$ cat src/rtl/alu_mc_if.sv
// Request/response bundle for alu_mc. The master side issues operations
// and consumes results; the slave side is the ALU.
interface alu_mc_if #(parameter int DATA_WIDTH = 32);
    logic                  in_valid;
    logic                  in_ready;
    logic [DATA_WIDTH-1:0] A;
    logic [DATA_WIDTH-1:0] B;
    logic [3:0]            ALUop;
    logic                  out_valid;
    logic                  out_ready;
    logic [DATA_WIDTH-1:0] Result;
    logic [DATA_WIDTH-1:0] ResultHi;
    logic                  Overflow;
    logic                  CarryOut;
    logic                  Zero;

    modport master (
        output in_valid, A, B, ALUop, out_ready,
        input  in_ready, out_valid, Result, ResultHi, Overflow, CarryOut, Zero
    );

    modport slave (
        input  in_valid, A, B, ALUop, out_ready,
        output in_ready, out_valid, Result, ResultHi, Overflow, CarryOut, Zero
    );
endinterface

$ cat src/rtl/alu_mc.sv
// Multi-cycle ALU: one operation at a time, registered result and flags,
// iterative shift-add unsigned multiplier producing a double-width product.
//
// state | meaning
// IDLE  | in_ready=1, waiting for a request; operands latched on accept
// EXEC  | compute/register result from latched operands (or finished product)
// MUL   | one shift-add step per cycle, cnt counts down to 0
// DONE  | out_valid=1, holding result until out_ready
module alu_mc #(
    parameter int DATA_WIDTH = 32
) (
    input logic     clk,
    input logic     rst,
    alu_mc_if.slave bus
);
    localparam int W       = DATA_WIDTH;
    localparam int SHAMT_W = $clog2(DATA_WIDTH);
    localparam logic [3:0] OP_MULU = 4'b1100;

    typedef enum logic [1:0] {IDLE, EXEC, MUL, DONE} state_t;

    state_t             state;
    logic [W-1:0]       op_a, op_b, acc_hi, acc_lo;
    logic [3:0]         op_code;
    logic [SHAMT_W-1:0] cnt;
    logic               in_ready_q, out_valid_q;
    logic [W-1:0]       result_q, result_hi_q;
    logic               ov_q, co_q, zero_q;

    logic [W:0]         sum_add, sum_sub, sum_mul;
    logic [SHAMT_W-1:0] shamt;
    logic               ov_add, ov_sub, known_op;
    logic [W-1:0]       alu_res;
    logic               alu_ov, alu_co;

    always_comb begin
        sum_add  = {1'b0, op_a} + {1'b0, op_b};
        sum_sub  = {1'b0, op_a} + {1'b0, ~op_b} + {{W{1'b0}}, 1'b1};
        ov_add   = (op_a[W-1] == op_b[W-1]) && (sum_add[W-1] != op_a[W-1]);
        ov_sub   = (op_a[W-1] != op_b[W-1]) && (sum_sub[W-1] != op_a[W-1]);
        shamt    = op_b[SHAMT_W-1:0];
        alu_res  = '0;
        alu_ov   = 1'b0;
        alu_co   = 1'b0;
        known_op = 1'b1;
        case (op_code)
            4'b0000: alu_res = op_a & op_b;
            4'b0001: alu_res = op_a | op_b;
            4'b0010: begin
                alu_res = sum_add[W-1:0];
                alu_co  = sum_add[W];
                alu_ov  = ov_add;
            end
            4'b0011: alu_res = op_a ^ op_b;
            4'b0100: alu_res = ~(op_a | op_b);
            4'b0101: alu_res = {{(W-1){1'b0}}, ~sum_sub[W]};
            4'b0110: begin
                alu_res = sum_sub[W-1:0];
                alu_co  = ~sum_sub[W];   // no carry out of A+~B+1 means borrow
                alu_ov  = ov_sub;
            end
            4'b0111: alu_res = {{(W-1){1'b0}}, sum_sub[W-1] ^ ov_sub};
            4'b1000: alu_res = op_a << shamt;
            4'b1001: alu_res = op_a >> shamt;
            4'b1010: alu_res = $signed(op_a) >>> shamt;
            default: known_op = 1'b0;
        endcase
        sum_mul = {1'b0, acc_hi} + (acc_lo[0] ? {1'b0, op_a} : {(W+1){1'b0}});
    end

    always_ff @(posedge clk or posedge rst) begin
        if (rst) begin
            state       <= IDLE;
            op_a        <= '0;
            op_b        <= '0;
            op_code     <= '0;
            acc_hi      <= '0;
            acc_lo      <= '0;
            cnt         <= '0;
            in_ready_q  <= 1'b1;
            out_valid_q <= 1'b0;
            result_q    <= '0;
            result_hi_q <= '0;
            ov_q        <= 1'b0;
            co_q        <= 1'b0;
            zero_q      <= 1'b0;
        end else begin
            case (state)
                IDLE: if (bus.in_valid) begin
                    op_a       <= bus.A;
                    op_b       <= bus.B;
                    op_code    <= bus.ALUop;
                    in_ready_q <= 1'b0;
                    if (bus.ALUop == OP_MULU) begin
                        acc_hi <= '0;
                        acc_lo <= bus.B;
                        cnt    <= SHAMT_W'(W - 1);
                        state  <= MUL;
                    end else begin
                        state  <= EXEC;
                    end
                end
                MUL: begin
                    // {carry, acc_hi, acc_lo} >> 1 after the conditional add
                    acc_hi <= sum_mul[W:1];
                    acc_lo <= {sum_mul[0], acc_lo[W-1:1]};
                    if (cnt == '0) state <= EXEC;
                    else           cnt   <= cnt - SHAMT_W'(1);
                end
                EXEC: begin
                    if (op_code == OP_MULU) begin
                        result_q    <= acc_lo;
                        result_hi_q <= acc_hi;
                        ov_q        <= 1'b0;
                        co_q        <= 1'b0;
                        zero_q      <= ({acc_hi, acc_lo} == '0);
                    end else begin
                        result_q    <= alu_res;
                        result_hi_q <= '0;
                        ov_q        <= alu_ov;
                        co_q        <= alu_co;
                        zero_q      <= known_op && (alu_res == '0);
                    end
                    out_valid_q <= 1'b1;
                    state       <= DONE;
                end
                DONE: if (bus.out_ready) begin
                    out_valid_q <= 1'b0;
                    in_ready_q  <= 1'b1;
                    state       <= IDLE;
                end
                default: state <= IDLE;
            endcase
        end
    end

    assign bus.in_ready  = in_ready_q;
    assign bus.out_valid = out_valid_q;
    assign bus.Result    = result_q;
    assign bus.ResultHi  = result_hi_q;
    assign bus.Overflow  = ov_q;
    assign bus.CarryOut  = co_q;
    assign bus.Zero      = zero_q;
endmodule

$ cat src/flat_wrapper.sv
// flat-port wrapper written by rule: the top's interface ports become plain ports
module alu_mc_flat 
#(
    parameter int DATA_WIDTH = 32
)
  (clk, rst, bus_in_valid, bus_A, bus_B, bus_ALUop, bus_out_ready, bus_in_ready, bus_out_valid, bus_Result, bus_ResultHi, bus_Overflow, bus_CarryOut, bus_Zero);
  alu_mc_if #(.DATA_WIDTH(DATA_WIDTH)) bus_i ();
  input logic clk;
  input logic rst;
  input wire logic [$bits(bus_i.in_valid)-1:0] bus_in_valid;
  input wire logic [$bits(bus_i.A)-1:0] bus_A;
  input wire logic [$bits(bus_i.B)-1:0] bus_B;
  input wire logic [$bits(bus_i.ALUop)-1:0] bus_ALUop;
  input wire logic [$bits(bus_i.out_ready)-1:0] bus_out_ready;
  output wire logic [$bits(bus_i.in_ready)-1:0] bus_in_ready;
  output wire logic [$bits(bus_i.out_valid)-1:0] bus_out_valid;
  output wire logic [$bits(bus_i.Result)-1:0] bus_Result;
  output wire logic [$bits(bus_i.ResultHi)-1:0] bus_ResultHi;
  output wire logic [$bits(bus_i.Overflow)-1:0] bus_Overflow;
  output wire logic [$bits(bus_i.CarryOut)-1:0] bus_CarryOut;
  output wire logic [$bits(bus_i.Zero)-1:0] bus_Zero;
  assign bus_i.in_valid = bus_in_valid;
  assign bus_i.A = bus_A;
  assign bus_i.B = bus_B;
  assign bus_i.ALUop = bus_ALUop;
  assign bus_i.out_ready = bus_out_ready;
  assign bus_in_ready = bus_i.in_ready;
  assign bus_out_valid = bus_i.out_valid;
  assign bus_Result = bus_i.Result;
  assign bus_ResultHi = bus_i.ResultHi;
  assign bus_Overflow = bus_i.Overflow;
  assign bus_CarryOut = bus_i.CarryOut;
  assign bus_Zero = bus_i.Zero;
  alu_mc #(.DATA_WIDTH(DATA_WIDTH)) u_core (.clk(clk), .rst(rst), .bus(bus_i));
endmodule
$ cat config.mk
export PLATFORM = sky130hd
export DESIGN_NAME = alu_mc_flat
export DESIGN_NICKNAME = d
export VERILOG_FILES = /design/src/rtl/alu_mc_if.sv /design/src/rtl/alu_mc.sv /design/src/flat_wrapper.sv
export SDC_FILE = /design/constraint.sdc
export NUM_CORES = 1
export LEC_CHECK = 0
export CAP_MARGIN = 20
export CORE_UTILIZATION = 30
export DETAILED_ROUTE_END_ITERATION = 16
export HOLD_SLACK_MARGIN = 0.08
export PLACE_DENSITY = 0.49
export SETUP_SLACK_MARGIN = 0.15
export SLEW_MARGIN = 25
export SYNTH_ARGS = -nofsm -noshare
export SYNTH_HDL_FRONTEND = slang
export SYNTH_SLANG_ARGS = --single-unit
$ cat constraint.sdc
create_clock -name clk -period 6.5 [get_ports clk]
set_input_delay 1.3 -clock clk [delete_from_list [all_inputs] [get_ports clk]]
set_output_delay 1.3 -clock clk [all_outputs]
set_load 0.03 [all_outputs]
[Word level (Yosys, flattened, before mapping)]
Cells that the tools add are included.
Word-level totals
  logic and storage cells: 101
  bits in registers: 208
  bits of input ports: 72
Cells by class
  reductions and logical operators: 18
  add/sub/neg operators: 5
  shifts and indexed selects: 3
  equality and inequality tests: 24
  bitwise gates (word level): 7
  multiplexer cells: 30
Operator list (number)
  32-bit case mux with 11 select lines: 1
  32-bit two-way mux: 7
  32-bit case mux with 2 select lines: 2
  32-bit by 32-bit adder with 33-bit output: 2
  64-bit zero test: 1
  32-bit NOT: 2
  32-bit by 33-bit adder with 33-bit output: 1
  33-bit by 1-bit adder with 33-bit output (second input constant): 1
  32-bit AND: 1
  32-bit zero test: 1
  32-bit bitwise OR: 1
  32-bit by 5-bit left shift with 32-bit output: 1
  32-bit by 5-bit >> shifter with 32-bit output: 1
  32-bit by 5-bit >>> shifter with 32-bit output: 1
  32-bit XOR: 1
  4-bit equality test (second input constant): 5
  4-bit by 3-bit equality test with 1-bit output (second input constant): 4
  5-bit two-way mux: 3
  11-bit OR reduction: 1
  5-bit case mux with 2 select lines: 1
  3-bit AND reduction: 3
  4-bit by 2-bit equality test with 1-bit output (second input constant): 2
  2-bit two-way mux: 4
  1-bit case mux with 2 select lines: 4
  19 further kinds: 36

[Logic depth before layout (Yosys ltp)]
Gate-level depths: netlist of the first run.
  word-level depth: 10
  depth in mapped cells: 26
  mapped depth without buffers: 22

[Worst setup path before layout of the first run]
No wires, ideal clock.
  path kind: flip-flop to flip-flop
  start point: reg u_core.op_b[4]
  end point: reg u_core.zero_q, in the netlist u_core.bus.Zero
  required time: 6.434 ns
  path slack: 1.441 ns
  period minus slack after synthesis: 5.059 ns
  data arrival time: 4.993 ns
  stages on the path, launching flop included: 26
  path buffers: 4
  setup time: 0.066 ns
  path through: dfrtp_1 clkbuf_1 inv_1 clkbuf_1 clkbuf_1 ha_1 buf_2 nor3_1 a221oi_1 a21o_1 nand3_1 a311oi_2 o31ai_1 a31oi_1 nor2b_1 o31ai_1 a21oi_1 o21bai_1 fa_1 a22oi_1 o211ai_1 nor3_1 o221ai_1 a211oi_1 and4_1 a41o_1
Between the ends
  word-level cells in the longest chain between the ends: 10
  elaborated cells on any way between the ends: 19
Ends and longest elaborated chain
  start: declaration: RTL line alu_mc.sv:23  | logic [W-1:0] op_a, op_b, acc_hi, acc_lo;
  start signal: assignment: RTL line alu_mc.sv:91  | op_b <= bus.B;
  32-bit NOT: RTL line alu_mc.sv:38  | sum_sub = {1'b0, op_a} + {1'b0, ~op_b} + {{W{1'b0}}, 1'b1};
  32-bit by 32-bit adder with 33-bit output: RTL line alu_mc.sv:38
  33-bit by 1-bit adder with 33-bit output: RTL line alu_mc.sv:38
  1-bit inequality test: RTL line alu_mc.sv:40  | ov_sub = (op_a[W-1] != op_b[W-1]) && (sum_sub[W-1] != op_a[W-1]);
  1-bit logical AND: RTL line alu_mc.sv:40
  1-bit XOR: RTL line alu_mc.sv:62  | 4'b0111: alu_res = {{(W-1){1'b0}}, sum_sub[W-1] ^ ov_sub};
  32-bit case mux with 11 select lines *: RTL line alu_mc.sv:46  | case (op_code)
  32-bit zero test *: RTL line alu_mc.sv:122  | zero_q <= known_op && (alu_res == '0);
  1-bit logical AND *: RTL line alu_mc.sv:122
  1-bit two-way mux *: RTL line alu_mc.sv:111  | if (op_code == OP_MULU) begin
  end signal: assignment: RTL line alu_mc.sv:116  | zero_q <= ({acc_hi, acc_lo} == '0);
  end signal: assignment: RTL line alu_mc.sv:122
  end: declaration: RTL line alu_mc.sv:28  | logic ov_q, co_q, zero_q;
Every way passes the cells marked *; elsewhere a longest branch is shown, timed or not.
A chain may end at the register's enable or synchronous reset.

[Worst setup path after layout of the first run]
  start point: reg u_core.op_a[2]
  end point: reg u_core.zero_q, in the netlist u_core.bus.Zero
Between the ends
  word-level cells in the longest chain between the ends: 9
  elaborated cells on any way between the ends: 18
Ends and longest elaborated chain
  start: declaration: RTL line alu_mc.sv:23
  start signal: assignment: RTL line alu_mc.sv:90  | op_a <= bus.A;
  32-bit by 32-bit adder with 33-bit output: RTL line alu_mc.sv:38
  33-bit by 1-bit adder with 33-bit output: RTL line alu_mc.sv:38
  1-bit inequality test: RTL line alu_mc.sv:40
  1-bit logical AND: RTL line alu_mc.sv:40
  1-bit XOR: RTL line alu_mc.sv:62
  32-bit case mux with 11 select lines *: RTL line alu_mc.sv:46
  32-bit zero test *: RTL line alu_mc.sv:122
  1-bit logical AND *: RTL line alu_mc.sv:122
  1-bit two-way mux *: RTL line alu_mc.sv:111
Marks and branches as above.

==> results of run 1 <==
synth_stat cells, types with 13 or more instances:
| cell | n |
|---|---|
| nand2_1 | 243 |
| dfrtp_1 | 207 |
| nor2_1 | 182 |
| a21oi_1 | 172 |
| ha_1 | 144 |
| o21ai_0 | 128 |
| clkbuf_1 | 126 |
| inv_1 | 106 |
| mux2_2 | 96 |
| mux2i_1 | 77 |
| mux4_2 | 70 |
| nand3_1 | 50 |
| nor3_1 | 49 |
| and2_1 | 42 |
| buf_2 | 41 |
| a31oi_1 | 36 |
| a21o_1 | 35 |
| nor4_1 | 35 |
| o2bb2ai_1 | 35 |
| nand2b_1 | 32 |
| o211ai_1 | 31 |
| a211oi_1 | 27 |
| a22o_1 | 27 |
| xnor2_1 | 27 |
| and3_1 | 25 |
| nor2b_1 | 25 |
| o22ai_1 | 24 |
| buf_1 | 22 |
| a221oi_1 | 18 |
| a22oi_1 | 18 |
| nand4_1 | 18 |
| o221ai_1 | 17 |
| o31ai_1 | 15 |
| or3_1 | 15 |
| o21a_1 | 13 |
layout make-up:
cell class / count / area (µm²)
fillers: 7126 / 44500
diodes: 1 / 2.50
multi-input cells: 1935 / 14500
well taps: 931 / 1160
repair buffers: 217 / 2000
inverters: 110 / 417
flip-flops and latches: 208 / 5220
clock buffers: 40 / 807
clock inverters: 13 / 170
metrics by stage:
stage                     hold WS, ns  util, %
after detailed placement        0.472     33.9
after global routing            0.511     35.3
final                           0.484     35.3
after floorplan                 0.455        -
after global placement          0.473     33.9
after CTS                       0.489     35.3
worst max-delay path by stage:
stage,start,to,depth (start not counted)
floorplan,u_core.op_b[4]$_DFFE_PP0P_,u_core.bus.Zero$_DFFE_PP0P_,25
global placement,u_core.op_a[8]$_DFFE_PP0P_,u_core.bus.Zero$_DFFE_PP0P_,22
detailed placement,u_core.op_a[8]$_DFFE_PP0P_,u_core.bus.Zero$_DFFE_PP0P_,22
CTS,u_core.op_a[8]$_DFFE_PP0P_,u_core.bus.Zero$_DFFE_PP0P_,22
global route,u_core.op_a[2]$_DFFE_PP0P_,u_core.bus.Zero$_DFFE_PP0P_,21
finish,u_core.op_a[2]$_DFFE_PP0P_,u_core.bus.Zero$_DFFE_PP0P_,21
sequential cells by signal, summed over array words and instances (netlist names):
name and count:
u_core.acc_hi 32, u_core.acc_lo 32, u_core.bus.CarryOut 1, u_core.bus.Overflow 1, u_core.bus.Result 32, u_core.bus.ResultHi 32
u_core.bus.Zero 1, u_core.bus.in_ready 1, u_core.bus.out_valid 1, u_core.cnt 5, u_core.op_a 32, u_core.op_b 32
u_core.op_code 4, u_core.state 2
cell families after synthesis:
group,after synthesis
AO/OA/AOI/OAI,746
XOR/XNOR,35
adder cells (fa/ha/maj),148
buffers and inverters,314
flip-flops,208
multiplexers,245
AND/OR/NAND/NOR,761
worst max-delay path: cells and delay by family (launching register included):
kind	cells	cell delay (ns)
flip-flops	1	0.62
AO/OA/AOI/OAI	13	3.14
adder cells (fa/ha/maj)	2	0.98
buffers and inverters	1	0.12
AND/OR/NAND/NOR	5	0.97
routing by layer:
layer	track usage (%)	vias to the layer above	routed length, µm
li1	-	9266	-
met1	37.2	10300	42500
met2	43.0	971	44500
met3	3.69	194	7390
met4	16.4	4	6690
met5	0	-	31
timing repair:
| action | 4_1_cts | 5_1_grt |
|---|---|---|
| gates resized for setup | 0 | 2 |
| buffers inserted | 0 | 0 |
| setup endpoints to repair | 0 | 1 |
==> out/summary.md, run 1 <==
The flow ran to the end, and the final reports show no timing, DRC or antenna violations. The tools report the number of global-route vias before repair as 20,000. The run gives 0 as the number of setup violations in the final report. The tools report the capturing point of the worst reg2reg path as u_core.bus.Zero$_DFFE_PP0P_. In the final layout, the share of cells above drive strength 1 is 13.3%. The logs give 0.588 ns for the final worst-path setup slack and 71,000 µm² for the total die area. For the area of the mapped netlist, the log shows 21,000 µm². The hold violation count in the final report came out at 0.

The top cell types in the final layout, fill and taps aside, are nand2_1, dfrtp_1, nor2_1, a21oi_1, ha_1. Of the total synthesized cell area, the portion taken by XOR and XNOR cells is 1.46%. The source-to-sink clock delay at the later pin of the worst-skew pair came out at 0.64 ns.

The number of H-tree levels was 1; the mean number of vias per cell was 6.00. With fillers left out, the area of the finished cells amounts to 24,300 µm². The tools report the setup TNS after final layout as 0 ns. On the critical path, the stage with the largest delay is an instance of dfrtp_1.

After Yosys synthesis, full adders, half adders and majority gates account for 8.97% of the synthesized area. The net count after synthesis is 2,677. The top cell type by total area after synthesis was dfrtp_1.

The run gives 0.169 GHz as the maximum clock rate. The dominant combinational cell family by area after synthesis was compound AO/OA/AOI/OAI gates. The number of cells traversed by the worst register-to-register path is 21, and the total of warnings raised by yosys is 0. The routed design has 101,000 µm of wire. Root buffer cell: clkbuf_16.

STA puts the critical path data arrival time at 6.48 ns. From synthesis to final layout, the design area changed by 16.0%. Of the post-synthesis cell area, the part taken by muxes is 16.5%. For the maximum buffer depth of the clock tree, the log shows 3. TritonCTS built the clock tree. The async set-reset flop share out of synthesis is 100%, and the synthesized flop and latch total is 208.

The startpoint of the worst-slack reg-to-reg timing path was u_core.op_a[2]$_DFFE_PP0P_. The final count of pins violating max slew is 0, and the number of iterations in the first detailed-routing pass is 10. The worst setup slack before clock tree synthesis is 0.636 ns, and the average wire length per cell after detail routing is 29.3 µm.

The worst hold path depth came out at 1. The number of buffers inserted for hold repair after clock tree synthesis is 0. By startpoint and endpoint, the worst setup path is classified as reg -> reg. The remaining design rule violation count was 0; the placed instance area was 23,300 µm². The tool flagged a number of max-cap violations equal to 0.

Across all register-to-register paths, the minimum setup slack is 0.59 ns. The clock arrives with 0.0408 ns of skew. Leaving out filler cells and counting taps, the final layout contains 3,455.

The global-route wire length before repair was 145,000 µm. The die boundary width was 266 µm. For the count of mapped cells out of synthesis, the log shows 2,457. For this design the top-level I/O count stands at 141. The simple-gate share of the synthesized area was 17.5%; the number of DRC markers in iteration 0 was 2,234. Entering global routing, the biggest net connects 119 pins. The worst hold path begins at u_core.bus.ResultHi[11]$_DFFE_PP0P_.

The worst hold path terminates at u_core.bus.ResultHi[11]$_DFFE_PP0P_. Critical path launch point type: a flip-flop. Ranked by total cell area, the synthesized netlist is headed by dfrtp_1, ha_1, mux4_2. Global routing used 27.9% of the available tracks.

For the number of distinct library cells after synthesis, the log shows 97. The number of port buffers is 140, and the overall overflow remaining after global route is 0. Predominant post-synthesis flop cell: dfrtp_1. The run gives 1.01 as the weighted congestion reported at the end of routability-driven placement. The largest fanout on the critical path is 14. After floorplanning, the core was divided into 96 placement rows.

The effective utilization at floorplan was 30.5%; the clock-pin transition on the worst setup and hold timing paths was 0.06 ns. The TritonCTS sink count came out at 208. Antenna violation net count after detailed routing: 0. For the post-synthesis sequential area ratio, the log shows 24.8%. The worst max-slew margin expressed relative to the limit was 32.4%; the post-route fraction of the period consumed by the critical path was 91.0%.

Each instance of the synthesized netlist takes up on average 8.53 µm². The net count of the finished layout came out at 2,721. The number of antenna violations at the first check in global routing is 7, and the total via count after detailed routing is 20,700. The vertical die dimension works out to 266 µm.

The synthesized netlist devotes 24.5% of its cell area to compound gates. After layout, the minimum clock period comes to 5.91 ns. Counting the buffers created by CTS gives 29.

At the pin with the least slew margin, the transition time is 1.01 ns. Setup repair after global routing left no endpoint under its margin. In this run the standard cell core region covers 68,800 µm².

The number of flops mapped to enable cells by yosys is 0. In this run the worst hold path is classified as reg -> reg. The critical path endpoint category was a flip-flop. The signal on the critical path passes through inv_1 -> ha_1 -> nor3_1 -> a221oi_1 -> a21o_1 -> nand3_1 -> a311oi_2 -> o31ai_1 -> a31oi_1 -> nor2b_1 -> o31ai_1 -> a21oi_1 -> o21bai_1 -> fa_1 -> a22oi_1 -> o211ai_1 -> nor3_1 -> o221ai_1 -> a211oi_1 -> and4_1 -> a41o_1. For the worst setup path, the data required time is 7.07 ns. The most common cell after layout, fill and taps aside was nand2_1. The post-placement cell count was 3,401. The synthesized design devotes to its leading area cell type 24.7% of total area.

On the worst path, the slowest cell contributes a delay of 0.62 ns. Detailed placement ended at an HPWL of 77,600 µm.
Power of run 1 is left out: the tool's default activity adds up to more than one toggle a clock period on the data nets, which glitch-free logic cannot reach.
==> inputs of run 2 (changes only) <==
--- a/config.mk
+++ b/config.mk
@@ -7,6 +7,7 @@
 export LEC_CHECK = 0
 export CAP_MARGIN = 20
 export CORE_UTILIZATION = 30
+export CTS_CLUSTER_SIZE = 16
 export DETAILED_ROUTE_END_ITERATION = 16
 export HOLD_SLACK_MARGIN = 0.08
 export PLACE_DENSITY = 0.49
==> results of run 2 <==
No change in the layout: final DEF, timing and power equal those of run 1.
Power of run 2 is left out for the same reason.
